`src/rtl/pixel_pkg.sv`:
```
// -----------------------------------------------------------------------------
// pixel_pkg
// Shared definitions for the pixel array frame sequencer:
//   - pixel_state_t : frame sequencer states, IDLE through DONE
//   - DEF_*         : default array geometry and timing constants
//   - width_of()    : index width for a count of items, never below 1 bit
//   - max3()        : largest of three widths, used to size the shared timer
// -----------------------------------------------------------------------------
package pixel_pkg;

    typedef enum logic [2:0] {
        ST_IDLE,
        ST_ERASE,
        ST_EXPOSE,
        ST_CONVERT,
        ST_ROW_SEL,
        ST_ROW_READ,
        ST_DONE
    } pixel_state_t;

    localparam int DEF_N_ROWS       = 2;
    localparam int DEF_N_COLS       = 2;
    localparam int DEF_CNT_W        = 8;
    localparam int DEF_ERASE_CYCLES = 5;
    localparam int DEF_EXP_W        = 16;

    function automatic int width_of(input int n);
        return (n > 1) ? $clog2(n) : 1;
    endfunction

    function automatic int max3(input int a, input int b, input int c);
        int m;
        m = (a > b) ? a : b;
        return (m > c) ? m : c;
    endfunction

endpackage

```
`src/rtl/pixel_phase_timer.sv`:
```
// -----------------------------------------------------------------------------
// pixel_phase_timer
// Loadable down-counter with a terminal-count flag. The sequencer loads it
// with (phase length - 1) on the edge that enters a phase; tc is then high
// in the last cycle of that phase. The count parks at 0 when not loaded.
// Ports:
//   clk, reset : clock and synchronous active-high reset
//   load       : load value into the counter (priority over counting)
//   value      : value to load
//   count      : current count
//   tc         : count is zero (last cycle of the phase)
// -----------------------------------------------------------------------------
module pixel_phase_timer
    import pixel_pkg::*;
#(
    parameter int W = DEF_EXP_W
) (
    input  logic         clk,
    input  logic         reset,
    input  logic         load,
    input  logic [W-1:0] value,
    output logic [W-1:0] count,
    output logic         tc
);

    // NOTE: sequential state uses non-blocking (<=) so every register samples
    // the values from before the edge, independent of block ordering.
    always_ff @(posedge clk) begin
        if (reset) begin
            count <= '0;
        end else if (load) begin
            count <= value;
        end else if (count != '0) begin
            count <= count - W'(1);
        end
    end

    assign tc = (count == '0);

endmodule

```
`src/rtl/pixel_array_ctrl.sv`:
```
// -----------------------------------------------------------------------------
// pixel_array_ctrl
// Frame sequencer for the pixel array. A start request in IDLE runs one frame:
// erase, expose, ramp conversion, then row-by-row readout, ending with a
// one-cycle done pulse. Every output is a register loaded from the next-state
// decode, so the strobes change on the same edge as the state.
// Ports:
//   clk, reset  : clock and synchronous active-high reset (aborts a frame)
//   start       : frame request, honoured only in IDLE
//   expose_len  : exposure length in cycles, latched at start (0 acts as 1)
//   busy        : high in every state except IDLE
//   done        : one-cycle frame completion pulse
//   erase       : array ERASE strobe
//   expose      : array EXPOSE strobe
//   convert     : ramp enable while adc_count sweeps
//   adc_count   : shared ramp/ADC code
//   read        : array READ strobe
//   row_pointer : selected row
//   col_index   : column of the pixel currently on the array's out_data
//   pix_valid   : out_data holds a valid pixel (one cycle after each read)
// -----------------------------------------------------------------------------
module pixel_array_ctrl
    import pixel_pkg::*;
#(
    parameter int N_ROWS       = DEF_N_ROWS,
    parameter int N_COLS       = DEF_N_COLS,
    parameter int ROW_W        = width_of(N_ROWS),
    parameter int COL_W        = width_of(N_COLS),
    parameter int ERASE_CYCLES = DEF_ERASE_CYCLES,
    parameter int CNT_W        = DEF_CNT_W,
    parameter int EXP_W        = DEF_EXP_W
) (
    input  logic             clk,
    input  logic             reset,
    input  logic             start,
    input  logic [EXP_W-1:0] expose_len,
    output logic             busy,
    output logic             done,
    output logic             erase,
    output logic             expose,
    output logic             convert,
    output logic [CNT_W-1:0] adc_count,
    output logic             read,
    output logic [ROW_W-1:0] row_pointer,
    output logic [COL_W-1:0] col_index,
    output logic             pix_valid
);

    // One timer serves erase, expose and column phases, so it must hold the
    // largest reload value of the three.
    localparam int TIMER_W = max3(EXP_W, width_of(ERASE_CYCLES), width_of(N_COLS));

    pixel_state_t       state;
    pixel_state_t       state_d;
    logic [EXP_W-1:0]   exp_len;

    logic               tmr_load;
    logic [TIMER_W-1:0] tmr_value;
    logic [TIMER_W-1:0] tmr_count;
    logic               tmr_tc;
    logic [COL_W-1:0]   col_cur;

    logic [CNT_W-1:0]   adc_d;
    logic [ROW_W-1:0]   row_d;
    logic [COL_W-1:0]   col_d;

    pixel_phase_timer #(
        .W (TIMER_W)
    ) u_timer (
        .clk   (clk),
        .reset (reset),
        .load  (tmr_load),
        .value (tmr_value),
        .count (tmr_count),
        .tc    (tmr_tc)
    );

    // The timer counts down through a row, so the column being read is the
    // distance from the reload value.
    assign col_cur = COL_W'(TIMER_W'(N_COLS - 1) - tmr_count);

    // Next-state and timer reload.
    // NOTE: every signal driven here gets a default before the case, so no
    // path leaves it unassigned and no latch is inferred.
    always_comb begin
        state_d   = state;
        tmr_load  = 1'b0;
        tmr_value = '0;
        case (state)
            ST_IDLE: begin
                if (start) begin
                    state_d   = ST_ERASE;
                    tmr_load  = 1'b1;
                    tmr_value = TIMER_W'(ERASE_CYCLES - 1);
                end
            end
            ST_ERASE: begin
                if (tmr_tc) begin
                    state_d   = ST_EXPOSE;
                    tmr_load  = 1'b1;
                    tmr_value = TIMER_W'(exp_len - EXP_W'(1));
                end
            end
            ST_EXPOSE: begin
                if (tmr_tc) begin
                    state_d = ST_CONVERT;
                end
            end
            ST_CONVERT: begin
                // The ramp code itself marks the end of conversion.
                if (adc_count == '1) begin
                    state_d = ST_ROW_SEL;
                end
            end
            ST_ROW_SEL: begin
                state_d   = ST_ROW_READ;
                tmr_load  = 1'b1;
                tmr_value = TIMER_W'(N_COLS - 1);
            end
            ST_ROW_READ: begin
                if (tmr_tc) begin
                    state_d = (row_pointer == ROW_W'(N_ROWS - 1)) ? ST_DONE : ST_ROW_SEL;
                end
            end
            ST_DONE: begin
                // start is deliberately not looked at here.
                state_d = ST_IDLE;
            end
            default: begin
                state_d = ST_IDLE;
            end
        endcase
    end

    // Next values of the counter-style outputs.
    always_comb begin
        adc_d = adc_count;
        if (state_d == ST_IDLE) begin
            adc_d = '0;
        end else if (state_d == ST_CONVERT) begin
            adc_d = (state == ST_CONVERT) ? adc_count + CNT_W'(1) : '0;
        end

        row_d = row_pointer;
        if (state_d == ST_IDLE) begin
            row_d = '0;
        end else if (state_d == ST_ROW_SEL) begin
            row_d = (state == ST_ROW_READ) ? row_pointer + ROW_W'(1) : '0;
        end

        // The array registers the pixel selected in a read cycle, so the
        // column tag lags the read by one cycle.
        col_d = (state == ST_ROW_READ) ? col_cur : '0;
    end

    always_ff @(posedge clk) begin
        if (reset) begin
            state       <= ST_IDLE;
            exp_len     <= '0;
            busy        <= 1'b0;
            done        <= 1'b0;
            erase       <= 1'b0;
            expose      <= 1'b0;
            convert     <= 1'b0;
            adc_count   <= '0;
            read        <= 1'b0;
            row_pointer <= '0;
            col_index   <= '0;
            pix_valid   <= 1'b0;
        end else begin
            state       <= state_d;
            busy        <= (state_d != ST_IDLE);
            done        <= (state_d == ST_DONE);
            erase       <= (state_d == ST_ERASE);
            expose      <= (state_d == ST_EXPOSE);
            convert     <= (state_d == ST_CONVERT);
            adc_count   <= adc_d;
            read        <= (state_d == ST_ROW_READ);
            row_pointer <= row_d;
            col_index   <= col_d;
            pix_valid   <= (state == ST_ROW_READ);
            if (state == ST_IDLE && start) begin
                exp_len <= (expose_len == '0) ? EXP_W'(1) : expose_len;
            end
        end
    end

endmodule
```
`config.mk`:
```
export PLATFORM = sky130hd
export DESIGN_NAME = pixel_array_ctrl
export DESIGN_NICKNAME = d
export VERILOG_FILES = /design/src/rtl/pixel_pkg.sv /design/src/rtl/pixel_phase_timer.sv /design/src/rtl/pixel_array_ctrl.sv
export SDC_FILE = /design/constraint.sdc
export NUM_CORES = 1
export LEC_CHECK = 0
export ABC_CLOCK_PERIOD_IN_PS = 7500
export BUFFER_PORTS_ARGS = -buffer_cell sky130_fd_sc_hd__buf_2
export CORE_MARGIN = 1
export CORE_UTILIZATION = 44
export CTS_CLUSTER_SIZE = 14
export DETAILED_ROUTE_END_ITERATION = 10
export SKIP_CTS_REPAIR_TIMING = 1
export SLEW_MARGIN = 10
export SYNTH_ARGS = -nofsm -noshare
export SYNTH_HDL_FRONTEND = slang
export SYNTH_HIERARCHICAL = 1
export SYNTH_SLANG_ARGS = --single-unit
```
`constraint.sdc`:
```
create_clock -name clk -period 7.5 [get_ports clk]
set_input_delay 0.375 -clock clk [delete_from_list [all_inputs] [get_ports clk]]
set_output_delay 0.375 -clock clk [all_outputs]
set_load 0.005 [all_outputs]
```
==> results.sh <==
export IMPL_first_iter_violations=169
export IMPL_critical_path_max_fanout=15
export IMPL_fp_dieH_um=82.1
export IMPL_cts_root_buffer="clkbuf_8"
export IMPL_leakagePower_uw=0.00117
export IMPL_nNetsFinal=406
export IMPL_io_buffers=35
export IMPL_slew_headroom_pct=36.8
export IMPL_synth_enable_flop_cells=0
export IMPL_grt_total_usage_pct=19.9
export IMPL_cp_arrival_ps=4820
export IMPL_critPathLaunch="u_timer/count[0]$_SDFFE_PP0P_"
export IMPL_grt_pass1_vias=2210
export IMPL_cts_sinks=52
export IMPL_finalClockSkew_ps=7.73
export IMPL_worstSetupStartpointType="flop"
export IMPL_regToRegEndpoint="u_timer/count[13]$_SDFFE_PP0P_"
export IMPL_hpwlAfterDp_mm=4.53
export IMPL_status="completed"
export IMPL_fin_tns_setup_ps=0
export IMPL_ys_async_sr_fraction_pct=0
export IMPL_drv_slew=0
export IMPL_htreeDepth=2
export IMPL_ys_ff_latch=52
export IMPL_yosysSeqAreaShare_pct=36.9
export IMPL_vdd_drop_max_mv=0.202
export IMPL_worst_pin_slew_ps=946
export IMPL_gp_congestion=0.851
export IMPL_routed_via_density=5.56
export IMPL_grt_overflow=0
export IMPL_dr_total_vias=2556
export IMPL_insertion_delay_ps=310
export IMPL_antennaDiodeCount=0
export IMPL_grt_pass1_wl_mm=10.4
export IMPL_powerDensity_nw_per_um2=387
export IMPL_post_drt_wl_per_cell_um=13.6
export IMPL_ios=36
export IMPL_fp_row_count=28
export IMPL_wirelength_mm=6.25
export IMPL_initial_core_util_pct=46.6
export IMPL_cts_buffer_depth=2
export IMPL_die_area_sq_um=6740
export IMPL_setup_viol=0
export IMPL_synthToLayoutAreaGrowth_pct=10.2
export IMPL_rsz0062_at_grt="no"
export IMPL_avgSynthCellArea_sq_um=7.86
export IMPL_drv_cap=0
export IMPL_cp_required_ps=7740
export IMPL_crit_end="u_timer/count[13]$_SDFFE_PP0P_"
export IMPL_ant_nets=0
export IMPL_grt_max_degree=37
export IMPL_netlist_area_sq_um=2820
export IMPL_syn_num_nets=381
export IMPL_yosys_warnings=6
export IMPL_antenna_found_initial=0
export IMPL_firstDrtPassIters=4
export IMPL_drc=0
export IMPL_timing_rr_start="u_timer/count[0]$_SDFFE_PP0P_"
export IMPL_worstSetupPathType="reg -> reg"
export IMPL_clkTransAtPathRegs_ps=90
export IMPL_die_w_um=82.1
export IMPL_min_period_ps=4580
export IMPL_worstHoldPathType="in -> reg"
export IMPL_synth_ff_type="dfxtp_1"
export IMPL_drive_gt1_share_pct=14.5
export IMPL_fillers=614
export IMPL_synthDistinctLibCells=61
export IMPL_design_core_area_sq_um=6060
export IMPL_endpoint_kind="flop"
export IMPL_hold_viol_final=0
export IMPL_synthCells=359
export IMPL_rr_worst_depth=12
export IMPL_cts_buffers_inserted=5
export IMPL_min_period_over_period_pct=61.1
export IMPL_r2r_slack_ps=2920
export IMPL_max_freq_mhz=218
export IMPL_worst_hold_slack_ps=312
export IMPL_tritoncts="done"
-- cells by family after synthesis --
logic type | count (synthesis) | synth area share, %
multiplexers | 1 | 0.355
adder cells (fa/ha/maj) | 3 | 1.33
AO/OA/AOI/OAI | 88 | 19.6
AND/OR/NAND/NOR | 172 | 32.9
flip-flops | 52 | 36.9
buffers and inverters | 27 | 3.94
XOR/XNOR | 16 | 4.96
-- worst min path at each step --
stage	from	endpoint	slack, ps	cells past startpoint
floorplan	u_timer/count[0]$_SDFFE_PP0P_	col_index$_SDFF_PP0_	430	1
global placement	exp_len[8]$_SDFFE_PP0P_	exp_len[8]$_SDFFE_PP0P_	470	2
detailed placement	exp_len[15]$_SDFFE_PP0P_	exp_len[15]$_SDFFE_PP0P_	470	2
CTS	expose_len[6]	exp_len[6]$_SDFFE_PP0P_	310	3
global route	expose_len[1]	exp_len[1]$_SDFFE_PP0P_	310	3
finish	expose_len[6]	exp_len[6]$_SDFFE_PP0P_	310	3
-- sequential cells by signal (all words and copies together) (netlist names) --
name           cells
col_index          1
convert            1
done               1
state              3
erase              1
row_pointer        1
u_timer/count     16
expose             1
exp_len           16
adc_count          8
busy               1
read               1
pix_valid          1
-- critical path, stage by stage, from the launching register on --
cell and delay (ps):
dfxtp_1 350, inv_1 80, ha_1 190, or3b_2 520, or4_4 590, nor2_1 340
nand2_1 190, o22a_1 230, nor2_1 630, nor2b_1 840, nand2_1 150, a31o_2 280
nor3_1 110
-- layout make-up --
cell class	count	area (sq um)	area share, %
clock buffer	8	90.1	2.90
tap	75	93.8	3.02
sequential	52	1040	33.5
multi-input combinational	280	1670	53.7
inverter	9	33.8	1.09
timing repair buffer	36	183	5.87
-- Yosys cell counts, types with 2 or more instances --
library cell / count / share of area [%]
and4_1: 2 / 0.62
a31oi_1: 6 / 1.3
dfxtp_1: 52 / 37
buf_2: 2 / 0.35
nor2_1: 31 / 4.1
xnor2_1: 14 / 4.3
inv_1: 9 / 1.2
ha_1: 3 / 1.3
nor2b_1: 3 / 0.66
and2_1: 2 / 0.44
or4b_1: 2 / 0.71
or4_2: 2 / 0.62
o41ai_1: 2 / 0.62
xor2_1: 2 / 0.62
nor3b_1: 2 / 0.53
nor4_1: 8 / 1.8
o22ai_1: 2 / 0.44
nand2_1: 55 / 7.3
o31ai_1: 5 / 1.3
a221oi_1: 2 / 0.62
a21boi_0: 2 / 0.53
o211ai_1: 2 / 0.53
o21ai_1: 5 / 0.89
o21ai_0: 13 / 2.3
nand3_1: 11 / 2.0
nor4b_1: 3 / 0.93
nand3b_1: 2 / 0.53
nor3_1: 14 / 2.5
or4_4: 2 / 0.80
a21oi_1: 33 / 5.9
a311oi_1: 3 / 0.93
clkbuf_1: 15 / 2.0
or4_1: 4 / 1.1
nand4_1: 3 / 0.66
nand2b_1: 4 / 0.89
nor4_4: 2 / 1.5
or3_2: 2 / 0.53
and3_1: 3 / 0.66
or3_1: 8 / 1.8
-- cell usage in the layout, fill, tap and decap left out, drive strengths merged, types with 3 or more instances in the layout --
cell type	instances
a21oi	33
a311oi	3
a31oi	6
and3	3
buf	36
clkbuf	8
dfxtp	52
ha	3
inv	9
nand2	55
nand2b	4
nand3	11
nand4	3
nor2	31
nor2b	3
nor3	14
nor4	10
nor4b	3
o21ai	19
o31ai	5
or3	10
or4	8
or4b	3
xnor2	14
-- metrics by stage --
stage,cells,utilization (%),worst slack [ps],cell area [sq um],total power (uW)
6_report,460,51.3,2920,3110,1200
5_1_grt,460,51.3,2540,3110,1310
4_1_cts,460,51.3,2980,3110,1210
3_5_place_dp,452,49.9,3000,3020,1040
3_3_place_gp,452,49.9,3150,3020,1040
2_1_floorplan,359,-,3970,2820,938
-- report_power, final --
| group | leakage, uW | total, uW | internal (uW) | switching, uW |
|---|---|---|---|---|
| logic | 0.000696 | 632 | 276 | 357 |
| clock network | 0.0000455 | 165 | 75.5 | 89.8 |
| registers | 0.000424 | 407 | 336 | 70.7 |
| total | 0.00117 | 1200 | 687 | 517 |
-- routing by layer --
metal | vias up | wire length [um] | global-route usage [%] | part of all wire (%)
met3 | 7 | 222 | 3.30 | 3.6
li1 | 1363 | - | - | -
met5 | - | 0 | 0 | 0
met1 | 1133 | 3420 | 30.1 | 55
met2 | 53 | 2540 | 28.6 | 41
met4 | 0 | 74 | 5.96 | 1.2
(Power assumes the default switching activity.)
